===== src/rtl/stream_pkg.sv =====
// rtl/stream_pkg.sv - shared types and constants for the sample streamer
package stream_pkg;

  localparam logic [7:0] SYNC_BYTE_DEFAULT = 8'hA5;
  localparam int HDR_LEN = 5;
  localparam int LEN_W = 16;

  typedef enum logic [2:0] {
    IDLE,
    HDR,
    RD_REQ,
    RD_WAIT,
    DATA,
    CHK,
    NEXT_CH,
    TX_WAIT
  } state_e;

  typedef enum logic [1:0] {
    TX_IDLE,
    TX_SENT,
    TX_BUSY
  } tx_state_e;

  function automatic int bytes_per_sample(input int sample_w);
    return sample_w / 8;
  endfunction

endpackage


===== src/rtl/stream_byte_tx.sv =====
// rtl/stream_byte_tx.sv - one-byte-in-flight uart_tx handshake with running XOR checksum
module stream_byte_tx
  import stream_pkg::*;
(
  input  logic       clk,
  input  logic       rst_n,
  input  logic       in_valid,
  input  logic [7:0] in_data,
  input  logic       in_acc,
  output logic       in_ready,
  output logic       byte_done,
  output logic [7:0] chk,
  input  logic       tx_busy,
  output logic       tx_start,
  output logic [7:0] tx_data
);

  tx_state_e  state_q, state_d;
  logic [7:0] chk_q, chk_d;

  assign chk = chk_q;

  always_comb begin
    in_ready  = (state_q == TX_IDLE) && !tx_busy;
    tx_start  = in_valid && in_ready;
    tx_data   = tx_start ? in_data : 8'h00;
    byte_done = (state_q == TX_BUSY) && !tx_busy;
    state_d   = state_q;
    chk_d     = chk_q;
    case (state_q)
      TX_IDLE: begin
        if (tx_start) begin
          state_d = TX_SENT;
          // Non-accumulated bytes (sync, checksum) restart the running XOR.
          chk_d   = in_acc ? (chk_q ^ in_data) : 8'h00;
        end
      end
      TX_SENT: if (tx_busy) state_d = TX_BUSY;
      TX_BUSY: if (!tx_busy) state_d = TX_IDLE;
      default: state_d = TX_IDLE;
    endcase
  end

  always_ff @(posedge clk or negedge rst_n) begin
    if (!rst_n) begin
      state_q <= TX_IDLE;
      chk_q   <= 8'h00;
    end else begin
      state_q <= state_d;
      chk_q   <= chk_d;
    end
  end

endmodule


===== src/rtl/sample_streamer.sv =====
// rtl/sample_streamer.sv - windowed multi-channel sample buffer to framed uart byte stream
module sample_streamer
  import stream_pkg::*;
#(
  parameter int         SAMPLE_W  = 16,
  parameter int         ADDR_W    = 8,
  parameter int         NUM_CH    = 4,
  parameter logic [7:0] SYNC_BYTE = SYNC_BYTE_DEFAULT,
  localparam int        CH_W      = (NUM_CH > 1) ? $clog2(NUM_CH) : 1
) (
  input  logic                clk,
  input  logic                rst_n,
  input  logic                start,
  input  logic                mode,
  input  logic [NUM_CH-1:0]   ch_mask,
  input  logic [ADDR_W-1:0]   start_addr,
  input  logic [ADDR_W:0]     count,
  input  logic                abort,
  output logic [ADDR_W-1:0]   rd_addr,
  output logic [CH_W-1:0]     rd_ch,
  input  logic [SAMPLE_W-1:0] rd_data,
  input  logic                tx_busy,
  output logic                tx_start,
  output logic [7:0]          tx_data,
  output logic                busy,
  output logic                done,
  output logic [7:0]          seq
);

  localparam int         BYTES     = bytes_per_sample(SAMPLE_W);
  localparam logic [7:0] LAST_BYTE = 8'(BYTES - 1);

  state_e                state_q, state_d, ret_q, ret_d;
  logic [CH_W-1:0]       ch_q, ch_d;
  logic [NUM_CH-1:0]     mask_q, mask_d;
  logic                  mode_q, mode_d;
  logic [ADDR_W-1:0]     base_q, base_d, addr_q, addr_d;
  logic [ADDR_W:0]       len_q, len_d, rem_q, rem_d;
  logic [2:0]            hdr_q, hdr_d;
  logic [7:0]            left_q, left_d;
  logic [SAMPLE_W-1:0]   shift_q, shift_d;
  logic [7:0]            seq_q, seq_d;
  logic                  done_q, done_d, busy_q, busy_d;

  logic                  bt_valid, bt_acc, bt_ready, bt_done;
  logic [7:0]            bt_data, chk;
  logic [ADDR_W:0]       n_in;
  logic [LEN_W-1:0]      len16;
  logic [7:0]            hdr_byte;
  logic [CH_W-1:0]       nxt_ch, first_ch, start_ch;
  logic                  nxt_found;

  assign rd_addr = addr_q;
  assign rd_ch   = ch_q;
  assign busy    = busy_q;
  assign done    = done_q;
  assign seq     = seq_q;
  assign len16   = LEN_W'(len_q);
  assign n_in    = (count == '0) ? {1'b1, {ADDR_W{1'b0}}} : count;

  stream_byte_tx u_byte_tx (
    .clk      (clk),
    .rst_n    (rst_n),
    .in_valid (bt_valid),
    .in_data  (bt_data),
    .in_acc   (bt_acc),
    .in_ready (bt_ready),
    .byte_done(bt_done),
    .chk      (chk),
    .tx_busy  (tx_busy),
    .tx_start (tx_start),
    .tx_data  (tx_data)
  );

  // Downward scans so the lowest qualifying channel wins.
  always_comb begin
    nxt_found = 1'b0;
    nxt_ch    = '0;
    first_ch  = '0;
    start_ch  = '0;
    for (int i = NUM_CH - 1; i >= 0; i--) begin
      if (mask_q[i]) first_ch = CH_W'(i);
      if (ch_mask[i]) start_ch = CH_W'(i);
      if (mask_q[i] && (i > int'(ch_q))) begin
        nxt_found = 1'b1;
        nxt_ch    = CH_W'(i);
      end
    end
  end

  always_comb begin
    case (hdr_q)
      3'd0:    hdr_byte = SYNC_BYTE;
      3'd1:    hdr_byte = 8'(ch_q);
      3'd2:    hdr_byte = seq_q;
      3'd3:    hdr_byte = len16[15:8];
      default: hdr_byte = len16[7:0];
    endcase
  end

  always_comb begin
    state_d  = state_q;
    ret_d    = ret_q;
    ch_d     = ch_q;
    mask_d   = mask_q;
    mode_d   = mode_q;
    base_d   = base_q;
    addr_d   = addr_q;
    len_d    = len_q;
    rem_d    = rem_q;
    hdr_d    = hdr_q;
    left_d   = left_q;
    shift_d  = shift_q;
    seq_d    = seq_q;
    done_d   = 1'b0;
    bt_valid = 1'b0;
    bt_data  = 8'h00;
    bt_acc   = 1'b0;
    case (state_q)
      IDLE: begin
        if (start && !abort) begin
          mode_d = mode;
          mask_d = ch_mask;
          base_d = start_addr;
          len_d  = n_in;
          if (ch_mask == '0) begin
            done_d = 1'b1;
          end else begin
            state_d = HDR;
            ch_d    = start_ch;
            hdr_d   = 3'd0;
            addr_d  = start_addr;
            rem_d   = n_in;
          end
        end
      end
      HDR: begin
        bt_valid = 1'b1;
        bt_data  = hdr_byte;
        bt_acc   = (hdr_q != 3'd0);
        if (bt_ready) begin
          state_d = TX_WAIT;
          hdr_d   = hdr_q + 3'd1;
          ret_d   = (hdr_q == 3'(HDR_LEN - 1)) ? RD_REQ : HDR;
        end
      end
      RD_REQ: state_d = RD_WAIT;
      RD_WAIT: begin
        shift_d = rd_data;
        left_d  = LAST_BYTE;
        addr_d  = addr_q + 1'b1;
        state_d = DATA;
      end
      DATA: begin
        bt_valid = 1'b1;
        bt_data  = shift_q[SAMPLE_W-1 -: 8];
        bt_acc   = 1'b1;
        if (bt_ready) begin
          state_d = TX_WAIT;
          shift_d = shift_q << 8;
          if (left_q == 8'd0) begin
            rem_d = rem_q - 1'b1;
            ret_d = (rem_q == {{ADDR_W{1'b0}}, 1'b1}) ? CHK : RD_REQ;
          end else begin
            left_d = left_q - 8'd1;
            ret_d  = DATA;
          end
        end
      end
      CHK: begin
        bt_valid = 1'b1;
        bt_data  = chk;
        if (bt_ready) begin
          state_d = TX_WAIT;
          ret_d   = NEXT_CH;
        end
      end
      TX_WAIT: begin
        if (bt_done) begin
          if (ret_q == NEXT_CH) seq_d = seq_q + 8'd1;
          if (abort) begin
            state_d = IDLE;
            done_d  = 1'b1;
          end else begin
            state_d = ret_q;
            // Raise done now so it lands one cycle after the final byte completes.
            if (ret_q == NEXT_CH && !nxt_found && !mode_q) done_d = 1'b1;
          end
        end
      end
      NEXT_CH: begin
        hdr_d  = 3'd0;
        addr_d = base_q;
        rem_d  = len_q;
        if (nxt_found) begin
          ch_d    = nxt_ch;
          state_d = HDR;
        end else if (mode_q) begin
          ch_d    = first_ch;
          state_d = HDR;
        end else begin
          state_d = IDLE;
        end
      end
      default: state_d = IDLE;
    endcase
    busy_d = (state_d != IDLE);
  end

  always_ff @(posedge clk or negedge rst_n) begin
    if (!rst_n) begin
      state_q <= IDLE;
      ret_q   <= IDLE;
      ch_q    <= '0;
      mask_q  <= '0;
      mode_q  <= 1'b0;
      base_q  <= '0;
      addr_q  <= '0;
      len_q   <= '0;
      rem_q   <= '0;
      hdr_q   <= 3'd0;
      left_q  <= 8'd0;
      shift_q <= '0;
      seq_q   <= 8'd0;
      done_q  <= 1'b0;
      busy_q  <= 1'b0;
    end else begin
      state_q <= state_d;
      ret_q   <= ret_d;
      ch_q    <= ch_d;
      mask_q  <= mask_d;
      mode_q  <= mode_d;
      base_q  <= base_d;
      addr_q  <= addr_d;
      len_q   <= len_d;
      rem_q   <= rem_d;
      hdr_q   <= hdr_d;
      left_q  <= left_d;
      shift_q <= shift_d;
      seq_q   <= seq_d;
      done_q  <= done_d;
      busy_q  <= busy_d;
    end
  end

endmodule


===== config.mk =====
export PLATFORM = sky130hd
export DESIGN_NAME = sample_streamer
export DESIGN_NICKNAME = d
export VERILOG_FILES = /design/src/rtl/stream_pkg.sv /design/src/rtl/stream_byte_tx.sv /design/src/rtl/sample_streamer.sv
export SDC_FILE = /design/constraint.sdc
export NUM_CORES = 1
export LEC_CHECK = 0
export ABC_AREA = 1
export BUFFER_PORTS_ARGS = -buffer_cell sky130_fd_sc_hd__buf_2
export CAP_MARGIN = 15
export CORE_MARGIN = 4
export CORE_UTILIZATION = 53
export CTS_CLUSTER_DIAMETER = 200
export DETAILED_ROUTE_END_ITERATION = 16
export GPL_ROUTABILITY_DRIVEN = 1
export HOLD_SLACK_MARGIN = 0.03
export PLACE_DENSITY = 0.81
export SYNTH_ARGS = -nofsm -noshare
export SYNTH_HDL_FRONTEND = slang
export SYNTH_SLANG_ARGS = --single-unit

===== constraint.sdc =====
create_clock -name clk -period 1.78 [get_ports clk]
set_input_delay 0 -clock clk [delete_from_list [all_inputs] [get_ports clk]]
set_output_delay 0 -clock clk [all_outputs]
set_load 0.02 [all_outputs]

======== Yosys cells after proc, flatten, opt, wreduce, memory -nomap -nowiden ========
Cells that the tools add are included.
word-level totals
  memories ................................ 0
  word-level logic and storage cells ...... 159
  memory bits (writable) .................. 0
  flip-flop bits (word level) ............. 94
  bits in latches ......................... 0
  memory bits (read-only) ................. 0
cells by class
  $mul .................................... 0
  shift-type cells ........................ 0
  equality and inequality tests ........... 26
  reduce and logical (&&, ||, !) cells .... 39
  bitwise logic cells ..................... 1
  div/mod/pow operators ................... 0
  add/sub/neg operators ................... 5
  multiplexer cells ....................... 68
  magnitude comparators ................... 3
operator list
  operator             number
  $mux 8               6
  $pmux 8 s3           2
  $mux 9               5
  $mux 3               13
  $mux 2               19
  $pmux 16 s2          1
  $pmux 8 s4           1
  $pmux 9 s3           1
  $ne 2x2->1 const B   10
  $eq 3x3->1 const B   6
  $pmux 3 s3           2
  $pmux 3 s6           1
  $reduce_bool 3->1    6
  $add 8x1->8 const B  2
  $mux 16              1
  $pmux 8 s2           1
  $eq 3x2->1 const B   4
  $reduce_and 3->1     4
  $reduce_and 4->1     3
  $mux 1               11
  $eq 9x1->1 const B   1
  $logic_and 1x1->1    9
  $logic_not 9->1      1
  $sub 9x1->9 const B  1
  21 further kinds     31

======== Logic depth before layout (Yosys ltp) ========
  word-level depth ........................ 12
  gate-level depth with buffers ........... 13
  mapped depth without buffers ............ 13

======== Cells and area by module ========
A second synthesis with hierarchy kept.
unflattened totals
  cell total of the unflattened synthesis .. 784
  area total of the unflattened synthesis .. 5616.6 sq um
modules (own cells, without submodules)
  module           cells an instance  seq. area each (sq um)  area each (sq um)  times used
  sample_streamer  696                2102.0                  5003.5             1
  stream_byte_tx   88                 250.2                   613.1              1

======== Worst setup path before layout ========
No wires, ideal clock.
  kind .................................... register to output
  from .................................... register hdr_q[2]
  to ...................................... output port tx_data[1]
  path slack .............................. 0.039 ns
  buffers on the path ..................... 1
  required time ........................... 1.780 ns
  cell stages (with the launch flop) ...... 9
  arrival ................................. 1.741 ns
  path through ............................ dfrtp_1 -> inv_1 -> buf_2 -> ha_1 -> a21oi_2 -> nand2_1 -> nand2_1 -> nand3_1 -> a21oi_1
on the way
  cells in the longest elaborated chain, start to end .. 4
ends and longest elaborated chain
  item                                      RTL line                RTL
  from (decl)                               sample_streamer.sv:39   logic [2:0] hdr_q, hdr_d;
  from (signal assigned)                    sample_streamer.sv:237  hdr_q <= hdr_d;
  $eq 3x2->1, or another cell as far along  sample_streamer.sv:92   case (hdr_q)
  $pmux 8 s4 *                              sample_streamer.sv:92
  $pmux 8 s3 *                              sample_streamer.sv:119  case (state_q)
  $mux 8 *                                  stream_byte_tx.sv:26    tx_data = tx_start ? in_data : 8'h00;
  to (decl)                                 sample_streamer.sv:24   output logic [7:0] tx_data,
Mark *: on every way between the ends. The rest lies on a longest branch, timed or not.

======== Worst setup path after layout ========
  from .................................... register hdr_q[1]
  to ...................................... register u_byte_tx.chk_q[2] (netlist: u_byte_tx.chk[2])
on the way
  cells in the longest elaborated chain, start to end .. 5
ends and longest elaborated chain
  item                                      RTL line                RTL
  $eq 3x2->1, or another cell as far along  sample_streamer.sv:92
  $pmux 8 s4                                sample_streamer.sv:92
  $pmux 8 s3                                sample_streamer.sv:119
  $xor 8x8->8                               stream_byte_tx.sv:35    chk_d = in_acc ? (chk_q ^ in_data) : 8'h00;
  $mux 8 *                                  stream_byte_tx.sv:35
  to (signal assigned)                      stream_byte_tx.sv:50    chk_q <= chk_d;
  to (decl)                                 stream_byte_tx.sv:19    logic [7:0] chk_q, chk_d;
Marked as above.
A chain may end at the register's enable or synchronous reset.

==> results.py <==
metrics = {
    "detailed_routing": {
        "vias": 5730,
        "ant_nets": 0,
        "routed_wl_mm": 16.3,
        "dr.pass1.iters": 5,
        "routedWlPerCell_um": 15.8,
        "route.detailed.drc": 0,
        "drt_iter0_drc": 451,
        "routed_via_density": 5.56,
    },
    "clocking": {
        "cts.sinks": 94,
        "clk_pin_slew_ps": 100,
        "htree_levels": 3,
        "cts.root.buffer_cell": "clkbuf_8",
        "clock_path_buffers": 2,
        "cts_tree": "done",
        "clock_latency_ps": 370,
        "cts_buffers": 9,
    },
    "finish": {
        "nNetsFinal": 946,
        "design_area_um2": 7240,
        "synthToLayoutAreaGrowth_pct": 34.3,
        "final-instance-count-excl-fill": 1030,
        "final_util_pct": 73.4,
        "fillerInstances": 701,
        "drive_above_1_share_pct": 26.8,
        "antenna_cells": 0,
    },
    "placement": {
        "place.gp.congestion": 0.962,
        "hpwl_mm": 10.4,
        "dp.cells": 942,
        "port_buffers": 71,
        "place_area_um2": 6060,
        "place_ws_ps": -4.53,
    },
    "yosys": {
        "syn_area_per_cell_um2": 7.40,
        "synth-seq-area-share_pct": 43.6,
        "yosys_warnings": 0,
        "netlist_area_um2": 5390,
        "synth_area_leaders": "dfrtp_1 (44%), nand2_1 (13%), inv_1 (7.3%)",
        "synthCells": 729,
        "synth_top_area_share_pct": 43.6,
        "syn_nets": 782,
        "synth.distinct_cells": 34,
        "yosysTopAreaCell": "dfrtp_1",
        "ys_ff_latch": 94,
    },
    "die": {
        "start_util_pct": 54.7,
        "coreArea_um2": 9860,
        "fp.dieW_um": 109,
        "die_area_um2": 11900,
        "io_pins": 72,
        "rows": 36,
        "die_h_um": 109,
    },
    "sta": {
        "clock.fmax_mhz": 487,
        "period_share_pct": 115,
        "layout_setup_ws_ps": -275,
        "layout_min_cycle_time_ps": 2060,
        "holdWs_ps": 158,
        "tightest_slew_ps": 565,
        "fin_skew_ps": 8.78,
        "hold_viol": 0,
        "rsz0062_at_grt": "yes",
        "slew_headroom_pct": 62.3,
        "setup_viol": 14,
        "finalMaxSlewViolations": 0,
        "fin_setup_tns_ps": -3120,
    },
    "setup_path": {
        "crit_top_cell": "buf_4",
        "cpMaxStageDelayCell": "dfrtp_1",
        "end_kind": "flop",
        "cpPeakStageDelay_ps": 430,
        "path_cells": "ha_2 -> ha_4 -> a21oi_4 -> buf_6 -> nand3b_1 -> nand3_2 -> nand2_2 -> buf_4 -> buf_4 -> buf_4 -> nand3_2 -> nand2_1 -> nor2_1",
        "cp_max_fo": 7,
        "regToRegStartpoint": "hdr_q[1]$_DFFE_PN0P_",
        "start_kind": "flop",
        "worstSetupPathType": "flop to flop",
        "cp_data_arrival_time_ps": 2360,
        "crit_required_ps": 2090,
        "crit_start": "hdr_q[1]$_DFFE_PN0P_",
        "r2r_slack_ps": -280,
    },
    "grt": {
        "grt.overflow.total": 0,
        "grt.met2_usage_pct": 46.8,
        "grt_pass1_vias": 5617,
        "grtUsageTotal_pct": 26.9,
        "met1_usage_pct": 31.8,
        "grt_max_degree": 44,
        "grt_pass1_wl_mm": 25.2,
        "grt_busiest_layer": "met2",
        "grt_use_met3_pct": 4.38,
        "antenna_found_initial": 0,
    },
    "job": {
        "cap_violations": 0,
    },
    "hold_path": {
        "hold_class": "input port to asynchronous set/reset pin",
    },
    "power_and_ir_drop": {
        "cellLeakagePower_nw": 3.62,
        "p_per_area_nw_per_um2": 1630,
        "peakVddDrop_uv": 821,
        "total_power_mw": 11.8,
    },
    "run_status": {
        "status": "finished, violations left",
        "violations": "negative setup slack",
    },
}
worst max-delay path, delay by kind of cell, from the launching register on:
| kind | cells | cell delay (ps) |
|---|---|---|
| AOI/OAI and AO/OA | 1 | 180 |
| adders and majority gates | 2 | 390 |
| buffers and inverters | 4 | 530 |
| DFF | 1 | 430 |
| and+or+nand+nor | 6 | 470 |
layout by cell type, fill, tap and decap left out, drive strengths merged, types with 10 or more instances in the layout:
cell / netlist / layout
nand3: 63 / 63
o211ai: 12 / 12
dfrtp: 94 / 94
o21ai: 78 / 78
o22ai: 14 / 14
buf: 18 / 134
a21oi: 25 / 25
nor2: 61 / 61
ha: 10 / 10
nor3: 11 / 11
inv: 115 / 117
dlygate4sd3: 0 / 41
nand2: 192 / 192
final timing paths:
path,endpoint,depth (start not counted)
min reg2reg,base_q[6]$_DFFE_PN0P_,2
min,seq[6]$_DFFE_PN0P_,2
max,u_byte_tx.chk[2]$_DFFE_PN0P_,13
max in group asynchronous,rem_q[5]$_DFFE_PN0P_,3
min in group clk,base_q[6]$_DFFE_PN0P_,6
max reg2reg,u_byte_tx.chk[2]$_DFFE_PN0P_,13
synth_stat cells (all sizes together):
library cell,instances
a21o,1
a21oi,25
a41oi,2
buf,18
clkbuf,4
dfrtp,94
ha,10
inv,115
mux2,1
nand2,192
nand3,63
nand3b,3
nand4,6
nor2,61
nor3,11
o211ai,12
o21ai,78
o21bai,2
o221ai,1
o22ai,14
o41ai,1
or2,1
xnor2,5
xor2,9
routing by layer:
layer | vias up | share of wire, %
li1 | 2668 | -
met1 | 2694 | 39
met2 | 299 | 50
met3 | 69 | 6.8
met4 | 0 | 4.2
met5 | - | 0
final cells by class:
type                    instances  area [um^2]  area share (%)
well taps                     133          166            2.30
flip-flops and latches         94         2350            32.5
inverters                     115          432            5.96
clock inverters                 6         68.8           0.950
multi-input cells             498         2750            38.0
repair buffers                175         1340            18.6
clock buffers                   9          124            1.71
where the power goes:
| group | leakage [nW] | internal, mW | switching, mW |
|---|---|---|---|
| Clock | 0.0961 | 0.652 | 0.782 |
| Combinational | 2.34 | 2.65 | 4.06 |
| Sequential | 1.18 | 3.00 | 0.659 |
timing repair:
| action | 4_1_cts | 5_1_grt |
|---|---|---|
| pin swaps | 16 | 17 |
| gates resized for setup | 41 | 52 |
| endpoints found under the hold margin | 129 | 0 |
| buffers inserted | 17 | 15 |
| hold buffers | 41 | 0 |
| setup endpoints to repair | 13 | 40 |
sequential cells by signal, indices dropped and copies added, names as in the netlist:
signal             flops
rem_q                  9
rd_addr                8
mode_q                 1
u_byte_tx.chk          8
len_q                  9
busy                   1
left_q                 8
done                   1
base_q                 8
mask_q                 4
shift_q               16
hdr_q                  3
rd_ch                  2
seq                    8
ret_q                  3
state_q                3
u_byte_tx.state_q      2
cells by family after synthesis:
kind of cell	count (synthesis)	synth area share [%]
compound gates	136	14.4
xor+xnor	14	2.27
fa+ha+maj	10	2.32
buf+inv	137	10.1
flops	94	43.6
mux	1	0.209
simple gates	337	27.1
(Power assumes the default switching activity.)
